--- config.mk ---
export PLATFORM = sky130hd
export DESIGN_NAME = simon_cfg_axil_master_flat
export DESIGN_NICKNAME = d
export VERILOG_FILES = /design/src/rtl/simon_pkg.sv /design/src/rtl/simon_cfg_axil_master_if.sv /design/src/rtl/simon_sat_counter.sv /design/src/rtl/simon_cfg_axil_master.sv /design/src/flat_wrapper.sv
export SDC_FILE = /design/constraint.sdc
export NUM_CORES = 1
export LEC_CHECK = 0
export ABC_AREA = 1
export CORE_UTILIZATION = 41
export CTS_CLUSTER_SIZE = 10
export DETAILED_ROUTE_END_ITERATION = 10
export GPL_ROUTABILITY_DRIVEN = 0
export HOLD_SLACK_MARGIN = 0.12
export PLACE_DENSITY = 0.8
export SLEW_MARGIN = 20
export SYNTH_ARGS = -nofsm -noshare
export SYNTH_HDL_FRONTEND = slang
export SYNTH_HIERARCHICAL = 1
export SYNTH_SLANG_ARGS = --single-unit
--- constraint.sdc ---
create_clock -name clk_simon_cfg -period 3.7 [get_ports clk_simon_cfg]
set_clock_uncertainty 0.05 [all_clocks]
set_input_delay 0.925 -clock clk_simon_cfg [delete_from_list [all_inputs] [get_ports clk_simon_cfg]]
set_output_delay 0.925 -clock clk_simon_cfg [all_outputs]
set_load 0.01 [all_outputs]
--- src/rtl/simon_pkg.sv ---
// Shared types and constants for the SIMON configuration AXI-Lite master.
package simon_pkg;

  typedef enum logic [2:0] {
    ST_IDLE    = 3'd0,
    ST_WR_REQ  = 3'd1,
    ST_WR_RESP = 3'd2,
    ST_RD_REQ  = 3'd3,
    ST_RD_RESP = 3'd4,
    ST_RSP     = 3'd5
  } simon_state_e;

  localparam logic [1:0] RESP_OKAY   = 2'b00;
  localparam logic [1:0] RESP_SLVERR = 2'b10;

  localparam int STAT_W = 16;
  localparam logic [STAT_W-1:0] STAT_MAX = '1;

  // Increment that sticks at all-ones instead of wrapping.
  function automatic logic [STAT_W-1:0] sat_inc(input logic [STAT_W-1:0] v, input logic inc);
    return (inc && (v != STAT_MAX)) ? v + 1'b1 : v;
  endfunction

endpackage

--- src/rtl/simon_cfg_axil_master_if.sv ---
// AXI-Lite bus between the configuration master and its register responder.
interface simon_cfg_axil_master_if #(
  parameter int CFG_ADDR_WIDTH = 32,
  parameter int CFG_DATA_WIDTH = 32,
  parameter int CFG_PROT_WIDTH = 1
);
  logic [CFG_ADDR_WIDTH-1:0]   simon_cfg_awaddr;
  logic [CFG_PROT_WIDTH-1:0]   simon_cfg_awprot;
  logic                        simon_cfg_awvalid;
  logic                        simon_cfg_awready;
  logic [CFG_DATA_WIDTH-1:0]   simon_cfg_wdata;
  logic [CFG_DATA_WIDTH/8-1:0] simon_cfg_wstrb;
  logic                        simon_cfg_wvalid;
  logic                        simon_cfg_wready;
  logic [1:0]                  simon_cfg_bresp;
  logic                        simon_cfg_bvalid;
  logic                        simon_cfg_bready;
  logic [CFG_ADDR_WIDTH-1:0]   simon_cfg_araddr;
  logic [CFG_PROT_WIDTH-1:0]   simon_cfg_arprot;
  logic                        simon_cfg_arvalid;
  logic                        simon_cfg_arready;
  logic [CFG_DATA_WIDTH-1:0]   simon_cfg_rdata;
  logic [1:0]                  simon_cfg_rresp;
  logic                        simon_cfg_rvalid;
  logic                        simon_cfg_rready;

  modport master (
    output simon_cfg_awaddr, simon_cfg_awprot, simon_cfg_awvalid,
    input  simon_cfg_awready,
    output simon_cfg_wdata, simon_cfg_wstrb, simon_cfg_wvalid,
    input  simon_cfg_wready,
    input  simon_cfg_bresp, simon_cfg_bvalid,
    output simon_cfg_bready,
    output simon_cfg_araddr, simon_cfg_arprot, simon_cfg_arvalid,
    input  simon_cfg_arready,
    input  simon_cfg_rdata, simon_cfg_rresp, simon_cfg_rvalid,
    output simon_cfg_rready
  );

  modport slave (
    input  simon_cfg_awaddr, simon_cfg_awprot, simon_cfg_awvalid,
    output simon_cfg_awready,
    input  simon_cfg_wdata, simon_cfg_wstrb, simon_cfg_wvalid,
    output simon_cfg_wready,
    output simon_cfg_bresp, simon_cfg_bvalid,
    input  simon_cfg_bready,
    input  simon_cfg_araddr, simon_cfg_arprot, simon_cfg_arvalid,
    output simon_cfg_arready,
    output simon_cfg_rdata, simon_cfg_rresp, simon_cfg_rvalid,
    input  simon_cfg_rready
  );
endinterface

--- src/rtl/simon_sat_counter.sv ---
// 16-bit event counter that saturates at all-ones; cleared by synchronous reset.
module simon_sat_counter
  import simon_pkg::*;
(
  input  logic              clk,
  input  logic              rst,
  input  logic              inc,
  output logic [STAT_W-1:0] count
);

  logic [STAT_W-1:0] cnt_q, cnt_d;

  always_comb begin
    cnt_d = sat_inc(cnt_q, inc);
  end

  always_ff @(posedge clk) begin
    if (rst) cnt_q <= '0;
    else     cnt_q <= cnt_d;
  end

  assign count = cnt_q;

endmodule

--- src/rtl/simon_cfg_axil_master.sv ---
// Single-outstanding AXI-Lite initiator turning cmd/rsp requests into AW/W/B or AR/R bursts.
module simon_cfg_axil_master
  import simon_pkg::*;
#(
  parameter int CFG_ADDR_WIDTH = 32,
  parameter int CFG_DATA_WIDTH = 32,
  parameter int CFG_PROT_WIDTH = 1
) (
  input  logic                        clk_simon_cfg,
  input  logic                        rst_simon_cfg,
  input  logic                        cmd_valid,
  output logic                        cmd_ready,
  input  logic                        cmd_write,
  input  logic [CFG_ADDR_WIDTH-1:0]   cmd_addr,
  input  logic [CFG_DATA_WIDTH-1:0]   cmd_wdata,
  input  logic [CFG_DATA_WIDTH/8-1:0] cmd_wstrb,
  output logic                        rsp_valid,
  input  logic                        rsp_ready,
  output logic [CFG_DATA_WIDTH-1:0]   rsp_rdata,
  output logic [1:0]                  rsp_resp,
  output logic                        rsp_write,
  output logic [STAT_W-1:0]           stat_wr_count,
  output logic [STAT_W-1:0]           stat_rd_count,
  output logic [STAT_W-1:0]           stat_err_count,
  simon_cfg_axil_master_if.master     axi
);

  simon_state_e                state_q, state_d;
  logic [CFG_ADDR_WIDTH-1:0]   addr_q, addr_d;
  logic [CFG_DATA_WIDTH-1:0]   wdata_q, wdata_d;
  logic [CFG_DATA_WIDTH/8-1:0] wstrb_q, wstrb_d;
  logic [CFG_DATA_WIDTH-1:0]   rdata_q, rdata_d;
  logic [1:0]                  resp_q, resp_d;
  logic                        write_q, write_d;
  logic                        aw_done_q, aw_done_d;
  logic                        w_done_q, w_done_d;

  logic aw_hs, w_hs, rsp_hs;

  assign aw_hs  = axi.simon_cfg_awvalid && axi.simon_cfg_awready;
  assign w_hs   = axi.simon_cfg_wvalid && axi.simon_cfg_wready;
  assign rsp_hs = rsp_valid && rsp_ready;

  always_comb begin
    state_d   = state_q;
    addr_d    = addr_q;
    wdata_d   = wdata_q;
    wstrb_d   = wstrb_q;
    rdata_d   = rdata_q;
    resp_d    = resp_q;
    write_d   = write_q;
    aw_done_d = aw_done_q;
    w_done_d  = w_done_q;
    unique case (state_q)
      ST_IDLE: begin
        if (cmd_valid) begin
          addr_d    = cmd_addr;
          wdata_d   = cmd_wdata;
          wstrb_d   = cmd_wstrb;
          write_d   = cmd_write;
          rdata_d   = '0;
          resp_d    = RESP_OKAY;
          aw_done_d = 1'b0;
          w_done_d  = 1'b0;
          state_d   = cmd_write ? ST_WR_REQ : ST_RD_REQ;
        end
      end
      ST_WR_REQ: begin
        // AW and W complete independently; move on once both have been seen.
        if (aw_hs) aw_done_d = 1'b1;
        if (w_hs)  w_done_d  = 1'b1;
        if ((aw_done_q || aw_hs) && (w_done_q || w_hs)) state_d = ST_WR_RESP;
      end
      ST_WR_RESP: begin
        if (axi.simon_cfg_bvalid) begin
          resp_d  = axi.simon_cfg_bresp;
          state_d = ST_RSP;
        end
      end
      ST_RD_REQ: begin
        if (axi.simon_cfg_arready) state_d = ST_RD_RESP;
      end
      ST_RD_RESP: begin
        if (axi.simon_cfg_rvalid) begin
          rdata_d = axi.simon_cfg_rdata;
          resp_d  = axi.simon_cfg_rresp;
          state_d = ST_RSP;
        end
      end
      ST_RSP: begin
        if (rsp_ready) state_d = ST_IDLE;
      end
      default: state_d = ST_IDLE;
    endcase
  end

  always_ff @(posedge clk_simon_cfg) begin
    if (rst_simon_cfg) begin
      state_q   <= ST_IDLE;
      addr_q    <= '0;
      wdata_q   <= '0;
      wstrb_q   <= '0;
      rdata_q   <= '0;
      resp_q    <= '0;
      write_q   <= 1'b0;
      aw_done_q <= 1'b0;
      w_done_q  <= 1'b0;
    end else begin
      state_q   <= state_d;
      addr_q    <= addr_d;
      wdata_q   <= wdata_d;
      wstrb_q   <= wstrb_d;
      rdata_q   <= rdata_d;
      resp_q    <= resp_d;
      write_q   <= write_d;
      aw_done_q <= aw_done_d;
      w_done_q  <= w_done_d;
    end
  end

  // cmd_ready is masked during reset so nothing is accepted while the block is held.
  assign cmd_ready = (state_q == ST_IDLE) && !rst_simon_cfg;

  assign axi.simon_cfg_awaddr  = addr_q;
  assign axi.simon_cfg_awprot  = {CFG_PROT_WIDTH{1'b0}};
  assign axi.simon_cfg_awvalid = (state_q == ST_WR_REQ) && !aw_done_q;
  assign axi.simon_cfg_wdata   = wdata_q;
  assign axi.simon_cfg_wstrb   = wstrb_q;
  assign axi.simon_cfg_wvalid  = (state_q == ST_WR_REQ) && !w_done_q;
  assign axi.simon_cfg_bready  = (state_q == ST_WR_RESP);
  assign axi.simon_cfg_araddr  = addr_q;
  assign axi.simon_cfg_arprot  = {CFG_PROT_WIDTH{1'b0}};
  assign axi.simon_cfg_arvalid = (state_q == ST_RD_REQ);
  assign axi.simon_cfg_rready  = (state_q == ST_RD_RESP);

  assign rsp_valid = (state_q == ST_RSP);
  assign rsp_rdata = rdata_q;
  assign rsp_resp  = resp_q;
  assign rsp_write = write_q;

  logic wr_inc, rd_inc, err_inc;

  // Any response with the error bit set (SLVERR or DECERR) counts as an error.
  assign wr_inc  = rsp_hs && write_q;
  assign rd_inc  = rsp_hs && !write_q;
  assign err_inc = rsp_hs && ((resp_q & RESP_SLVERR) != 2'b00);

  simon_sat_counter u_wr_cnt (
    .clk   (clk_simon_cfg),
    .rst   (rst_simon_cfg),
    .inc   (wr_inc),
    .count (stat_wr_count)
  );

  simon_sat_counter u_rd_cnt (
    .clk   (clk_simon_cfg),
    .rst   (rst_simon_cfg),
    .inc   (rd_inc),
    .count (stat_rd_count)
  );

  simon_sat_counter u_err_cnt (
    .clk   (clk_simon_cfg),
    .rst   (rst_simon_cfg),
    .inc   (err_inc),
    .count (stat_err_count)
  );

endmodule
--- src/flat_wrapper.sv ---
// flat-port wrapper written by rule: the top's interface ports become plain ports
module simon_cfg_axil_master_flat import simon_pkg::*;
#(
  parameter int CFG_ADDR_WIDTH = 32,
  parameter int CFG_DATA_WIDTH = 32,
  parameter int CFG_PROT_WIDTH = 1
)
  (clk_simon_cfg, rst_simon_cfg, cmd_valid, cmd_ready, cmd_write, cmd_addr, cmd_wdata, cmd_wstrb, rsp_valid, rsp_ready, rsp_rdata, rsp_resp, rsp_write, stat_wr_count, stat_rd_count, stat_err_count, axi_simon_cfg_awaddr, axi_simon_cfg_awprot, axi_simon_cfg_awvalid, axi_simon_cfg_awready, axi_simon_cfg_wdata, axi_simon_cfg_wstrb, axi_simon_cfg_wvalid, axi_simon_cfg_wready, axi_simon_cfg_bresp, axi_simon_cfg_bvalid, axi_simon_cfg_bready, axi_simon_cfg_araddr, axi_simon_cfg_arprot, axi_simon_cfg_arvalid, axi_simon_cfg_arready, axi_simon_cfg_rdata, axi_simon_cfg_rresp, axi_simon_cfg_rvalid, axi_simon_cfg_rready);
  simon_cfg_axil_master_if #(.CFG_ADDR_WIDTH(CFG_ADDR_WIDTH), .CFG_DATA_WIDTH(CFG_DATA_WIDTH), .CFG_PROT_WIDTH(CFG_PROT_WIDTH)) axi_i ();
  input  logic clk_simon_cfg;
  input  logic rst_simon_cfg;
  input  logic cmd_valid;
  output logic cmd_ready;
  input  logic cmd_write;
  input  logic [CFG_ADDR_WIDTH-1:0] cmd_addr;
  input  logic [CFG_DATA_WIDTH-1:0] cmd_wdata;
  input  logic [CFG_DATA_WIDTH/8-1:0] cmd_wstrb;
  output logic rsp_valid;
  input  logic rsp_ready;
  output logic [CFG_DATA_WIDTH-1:0] rsp_rdata;
  output logic [1:0] rsp_resp;
  output logic rsp_write;
  output logic [STAT_W-1:0] stat_wr_count;
  output logic [STAT_W-1:0] stat_rd_count;
  output logic [STAT_W-1:0] stat_err_count;
  output wire logic [$bits(axi_i.simon_cfg_awaddr)-1:0] axi_simon_cfg_awaddr;
  output wire logic [$bits(axi_i.simon_cfg_awprot)-1:0] axi_simon_cfg_awprot;
  output wire logic [$bits(axi_i.simon_cfg_awvalid)-1:0] axi_simon_cfg_awvalid;
  input wire logic [$bits(axi_i.simon_cfg_awready)-1:0] axi_simon_cfg_awready;
  output wire logic [$bits(axi_i.simon_cfg_wdata)-1:0] axi_simon_cfg_wdata;
  output wire logic [$bits(axi_i.simon_cfg_wstrb)-1:0] axi_simon_cfg_wstrb;
  output wire logic [$bits(axi_i.simon_cfg_wvalid)-1:0] axi_simon_cfg_wvalid;
  input wire logic [$bits(axi_i.simon_cfg_wready)-1:0] axi_simon_cfg_wready;
  input wire logic [$bits(axi_i.simon_cfg_bresp)-1:0] axi_simon_cfg_bresp;
  input wire logic [$bits(axi_i.simon_cfg_bvalid)-1:0] axi_simon_cfg_bvalid;
  output wire logic [$bits(axi_i.simon_cfg_bready)-1:0] axi_simon_cfg_bready;
  output wire logic [$bits(axi_i.simon_cfg_araddr)-1:0] axi_simon_cfg_araddr;
  output wire logic [$bits(axi_i.simon_cfg_arprot)-1:0] axi_simon_cfg_arprot;
  output wire logic [$bits(axi_i.simon_cfg_arvalid)-1:0] axi_simon_cfg_arvalid;
  input wire logic [$bits(axi_i.simon_cfg_arready)-1:0] axi_simon_cfg_arready;
  input wire logic [$bits(axi_i.simon_cfg_rdata)-1:0] axi_simon_cfg_rdata;
  input wire logic [$bits(axi_i.simon_cfg_rresp)-1:0] axi_simon_cfg_rresp;
  input wire logic [$bits(axi_i.simon_cfg_rvalid)-1:0] axi_simon_cfg_rvalid;
  output wire logic [$bits(axi_i.simon_cfg_rready)-1:0] axi_simon_cfg_rready;
  assign axi_simon_cfg_awaddr = axi_i.simon_cfg_awaddr;
  assign axi_simon_cfg_awprot = axi_i.simon_cfg_awprot;
  assign axi_simon_cfg_awvalid = axi_i.simon_cfg_awvalid;
  assign axi_i.simon_cfg_awready = axi_simon_cfg_awready;
  assign axi_simon_cfg_wdata = axi_i.simon_cfg_wdata;
  assign axi_simon_cfg_wstrb = axi_i.simon_cfg_wstrb;
  assign axi_simon_cfg_wvalid = axi_i.simon_cfg_wvalid;
  assign axi_i.simon_cfg_wready = axi_simon_cfg_wready;
  assign axi_i.simon_cfg_bresp = axi_simon_cfg_bresp;
  assign axi_i.simon_cfg_bvalid = axi_simon_cfg_bvalid;
  assign axi_simon_cfg_bready = axi_i.simon_cfg_bready;
  assign axi_simon_cfg_araddr = axi_i.simon_cfg_araddr;
  assign axi_simon_cfg_arprot = axi_i.simon_cfg_arprot;
  assign axi_simon_cfg_arvalid = axi_i.simon_cfg_arvalid;
  assign axi_i.simon_cfg_arready = axi_simon_cfg_arready;
  assign axi_i.simon_cfg_rdata = axi_simon_cfg_rdata;
  assign axi_i.simon_cfg_rresp = axi_simon_cfg_rresp;
  assign axi_i.simon_cfg_rvalid = axi_simon_cfg_rvalid;
  assign axi_simon_cfg_rready = axi_i.simon_cfg_rready;
  simon_cfg_axil_master #(.CFG_ADDR_WIDTH(CFG_ADDR_WIDTH), .CFG_DATA_WIDTH(CFG_DATA_WIDTH), .CFG_PROT_WIDTH(CFG_PROT_WIDTH)) u_core (.clk_simon_cfg(clk_simon_cfg), .rst_simon_cfg(rst_simon_cfg), .cmd_valid(cmd_valid), .cmd_ready(cmd_ready), .cmd_write(cmd_write), .cmd_addr(cmd_addr), .cmd_wdata(cmd_wdata), .cmd_wstrb(cmd_wstrb), .rsp_valid(rsp_valid), .rsp_ready(rsp_ready), .rsp_rdata(rsp_rdata), .rsp_resp(rsp_resp), .rsp_write(rsp_write), .stat_wr_count(stat_wr_count), .stat_rd_count(stat_rd_count), .stat_err_count(stat_err_count), .axi(axi_i));
endmodule
==> impl_metrics.env <==
export IMPL_nFillCells=1452
export IMPL_gr_max_usage_layer="met2"
export IMPL_buffer_ports_inserted=303
export IMPL_fin_crit_sh_pct=89.33
export IMPL_share_of_the_synthesized_area_in_the_top_cell_type_pct=44.04
export IMPL_syn_inst=1011
export IMPL_post_synth_top_count_cell="nand2_1"
export IMPL_setup_tns_final_ns=0
export IMPL_worst_hold_check_path_type="flop to flop"
export IMPL_crit_path_top_delay_cell="clkdlybuf4s50_1"
export IMPL_max_cap_viol_count=0
export IMPL_crit_path_max_fanout=2
export IMPL_most_numerous_cell_types_in_the_synthesized_netlist="nand2_1, dfxtp_1, a21oi_1, nor2_1, inv_1"
export IMPL_first_pass_grt_wire_length_mm=31.86
export IMPL_initial_antenna_violation_count=0
export IMPL_critPathLaunchType="primary input"
export IMPL_grt_max_degree=75
export IMPL_post_route_util_pct=63.35
export IMPL_vias_per_cell=4.778
export IMPL_core_area_sq_um=16760
export IMPL_grt_util_all_layers_pct=22.50
export IMPL_maxSlewHeadroom_pct=36.95
export IMPL_antenna_diode_count=0
export IMPL_hold_viol=0
export IMPL_area_sequential_sq_um=3123
export IMPL_cp_end_kind="output port"
export IMPL_die_width_um=133.5
export IMPL_synth_cell_type_count=24
export IMPL_synth_register_bits=156
export IMPL_detailedRoute_firstPassIterationCount=5
export IMPL_critical_path_cell_list="clkdlybuf4s50_1 > nor3_1 > clkdlybuf4s50_1"
export IMPL_syn2layout_area_growth_pct=49.72
export IMPL_critPathArrivalTime_ns=2.33
export IMPL_cts_buffers_inserted=17
export IMPL_power_per_cell_area_nw_per_um2=554.2
export IMPL_synthesis_yosys_warnings=6
export IMPL_drive_above_1_share_pct=6.975
export IMPL_global_route_usage_met3_pct=6.887
export IMPL_die_height_um=133.5
export IMPL_number_of_synthesized_flops_with_an_enable_pin=0
export IMPL_route_detailed_wl_per_inst_um=13.50
export IMPL_grt_util_met1_pct=26.21
export IMPL_cts_hold_buffers_added=0
export IMPL_finish_net_count=1380
export IMPL_post_route_drc_count=0
export IMPL_finalSetupViolCount=0
export IMPL_synth_seq_area_share_pct=44.04
export IMPL_clock_root_buffer="clkbuf_16"
export IMPL_timing_critical_path_required_ns=2.72
export IMPL_synth_top_area_cell="dfxtp_1"
export IMPL_placement_rows=47
export IMPL_final_cells=1496
export IMPL_wl_mm=20.20
export IMPL_netlist_top_cells_area="dfxtp_1, nand2_1, a21oi_1, nor2_1, inv_1"
export IMPL_slowest_delay_ns=0.61
export IMPL_dp_hpwl_mm=14.74
export IMPL_period_minus_slack_ns=3.305
export IMPL_clkSinkCount=156
export IMPL_detailedRoute_firstIterationViolations=426
export IMPL_postSynth_topFlopCell="dfxtp_1"
export IMPL_rsz0062_at_grt="false"
export IMPL_clock_insertion_delay_worst_skew_ns=0.43
export IMPL_path_type_of_the_worst_setup_path="primary input to output port"
export IMPL_timing_critical_path_from="rst_simon_cfg"
export IMPL_final_antenna_net_count=0
export IMPL_multiInputGateArea_sq_um=3084
export IMPL_design_portCount=306
export IMPL_post_cts_resized=0
export IMPL_synthesis_area_per_instance_sq_um=7.015
export IMPL_dieArea_sq_um=17830
export IMPL_number_of_global_route_vias_before_repair=6606
export IMPL_maximum_level_of_the_cts_h_tree=4
export IMPL_worstHoldStart="u_core/axi.simon_cfg_wdata[8]$_SDFFE_PP0P_"
export IMPL_max_freq_mhz=302.6
export IMPL_vias=7148
export IMPL_global_route_usage_met2_pct=38.77
export IMPL_worstMarginPinSlew_ns=0.9458
export IMPL_grt_overflow=0
export IMPL_path_clk_slew_ns=0.06
export IMPL_count_of_final_max_slew_check_failures=0
export IMPL_status="complete, no violations"
export IMPL_synthArstFlopShare_pct=0
export IMPL_peakVddDrop_mv=0.3167
export IMPL_cts_tree="yes"
export IMPL_post_synth_instance_area_sq_um=7092
export IMPL_postCtsSetupBuffers=0
export IMPL_initial_core_utilization_pct=42.31
export IMPL_critical_path_top_cell_by_count="clkdlybuf4s50_1"
export IMPL_r2r_start="u_core/state_q[2]$_SDFFE_PP0P_"
export IMPL_cellLeakagePower_nw=3.993
export IMPL_clock_path_buffers=2
export IMPL_dpl_cell_count=1464
-- metrics by stage --
stage | cell area [sq um] | hold slack, ns | total power (W) | setup slack, ns
after global placement | 9997 | 0.3811 | 0.004044 | 0.3877
final | 10620 | 0.3940 | 0.005884 | 0.3949
after global routing | 10620 | 0.4101 | 0.006188 | 0.3652
after CTS | 10620 | 0.3961 | 0.005934 | 0.3856
after floorplan | 7096 | 0.3911 | 0.003165 | 1.343
after detailed placement | 9997 | 0.3862 | 0.004077 | 0.3814
-- critical path, delay by kind of cell --
family / cells / cell delay, ns
simple gates: 1 / 0.26
buf+inv: 2 / 1.14
-- layout make-up --
| class | count | area share (%) |
|---|---|---|
| multi-input combinational | 663 | 29.05 |
| sequential | 156 | 29.41 |
| timing repair buffer | 306 | 28.89 |
| clock inverter | 14 | 1.697 |
| tap | 220 | 2.593 |
| inverter | 119 | 4.219 |
| clock buffer | 18 | 4.136 |
-- power breakdown --
| part | switching, W | leakage, nW | internal [W] |
|---|---|---|---|
| Clock | 0.000748 | 0.299 | 0.00109 |
| Sequential | 0.000194 | 1.27 | 0.00195 |
| Combinational | 0.000946 | 2.42 | 0.000946 |
-- kinds of logic after synthesis --
family,count (synthesis),share of synthesized area [%]
DFF,156,44.04
adders and majority gates,3,0.5293
buffers and inverters,193,12.63
AOI/OAI and AO/OA,198,14.01
and+or+nand+nor,460,28.74
other,1,0.05288
-- registers in the layout, summed over array words and instances, names as in the netlist, 2 cells and up --
signal and count:
u_core/axi.simon_cfg_araddr 32, u_core/axi.simon_cfg_wdata 32, u_core/rsp_rdata 32, u_core/u_err_cnt/count 16, u_core/u_rd_cnt/count 16, u_core/u_wr_cnt/count 16, u_core/axi.simon_cfg_wstrb 4, u_core/state_q 3
u_core/rsp_resp 2
-- placed cells by master, fill, tap and decap left out, drive strengths merged --
cell,n
clkdlybuf4s50,303
nand2,230
nor2,165
dfxtp,156
inv,125
a21oi,124
o21ai,73
nand3,45
clkbuf,18
nand4,10
nor3,7
bufinv,3
or2,3
ha,3
clkinv,3
buf,3
clkinvlp,2
conb,2
o21bai,1
-- layer usage --
layer / vias to the layer above / part of all wire, %
li1: 3654 / -
met1: 3227 / 41
met2: 240 / 50
met3: 27 / 7.8
met4: 0 / 1.7
met5: - / 0
-- worst paths after layout --
kind / slack (ns) / cells after the start / endpoint
hold / removal: 0.39 / 2 / u_core/axi.simon_cfg_wdata[8]$_SDFFE_PP0P_
setup / recovery: 0.39 / 3 / cmd_ready
hold reg to reg: 0.39 / 2 / u_core/axi.simon_cfg_wdata[8]$_SDFFE_PP0P_
setup reg to reg: 1.36 / 11 / u_core/u_err_cnt/count[14]$_SDFFE_PP0P_
No activity file was read; power rests on OpenSTA's default activity.
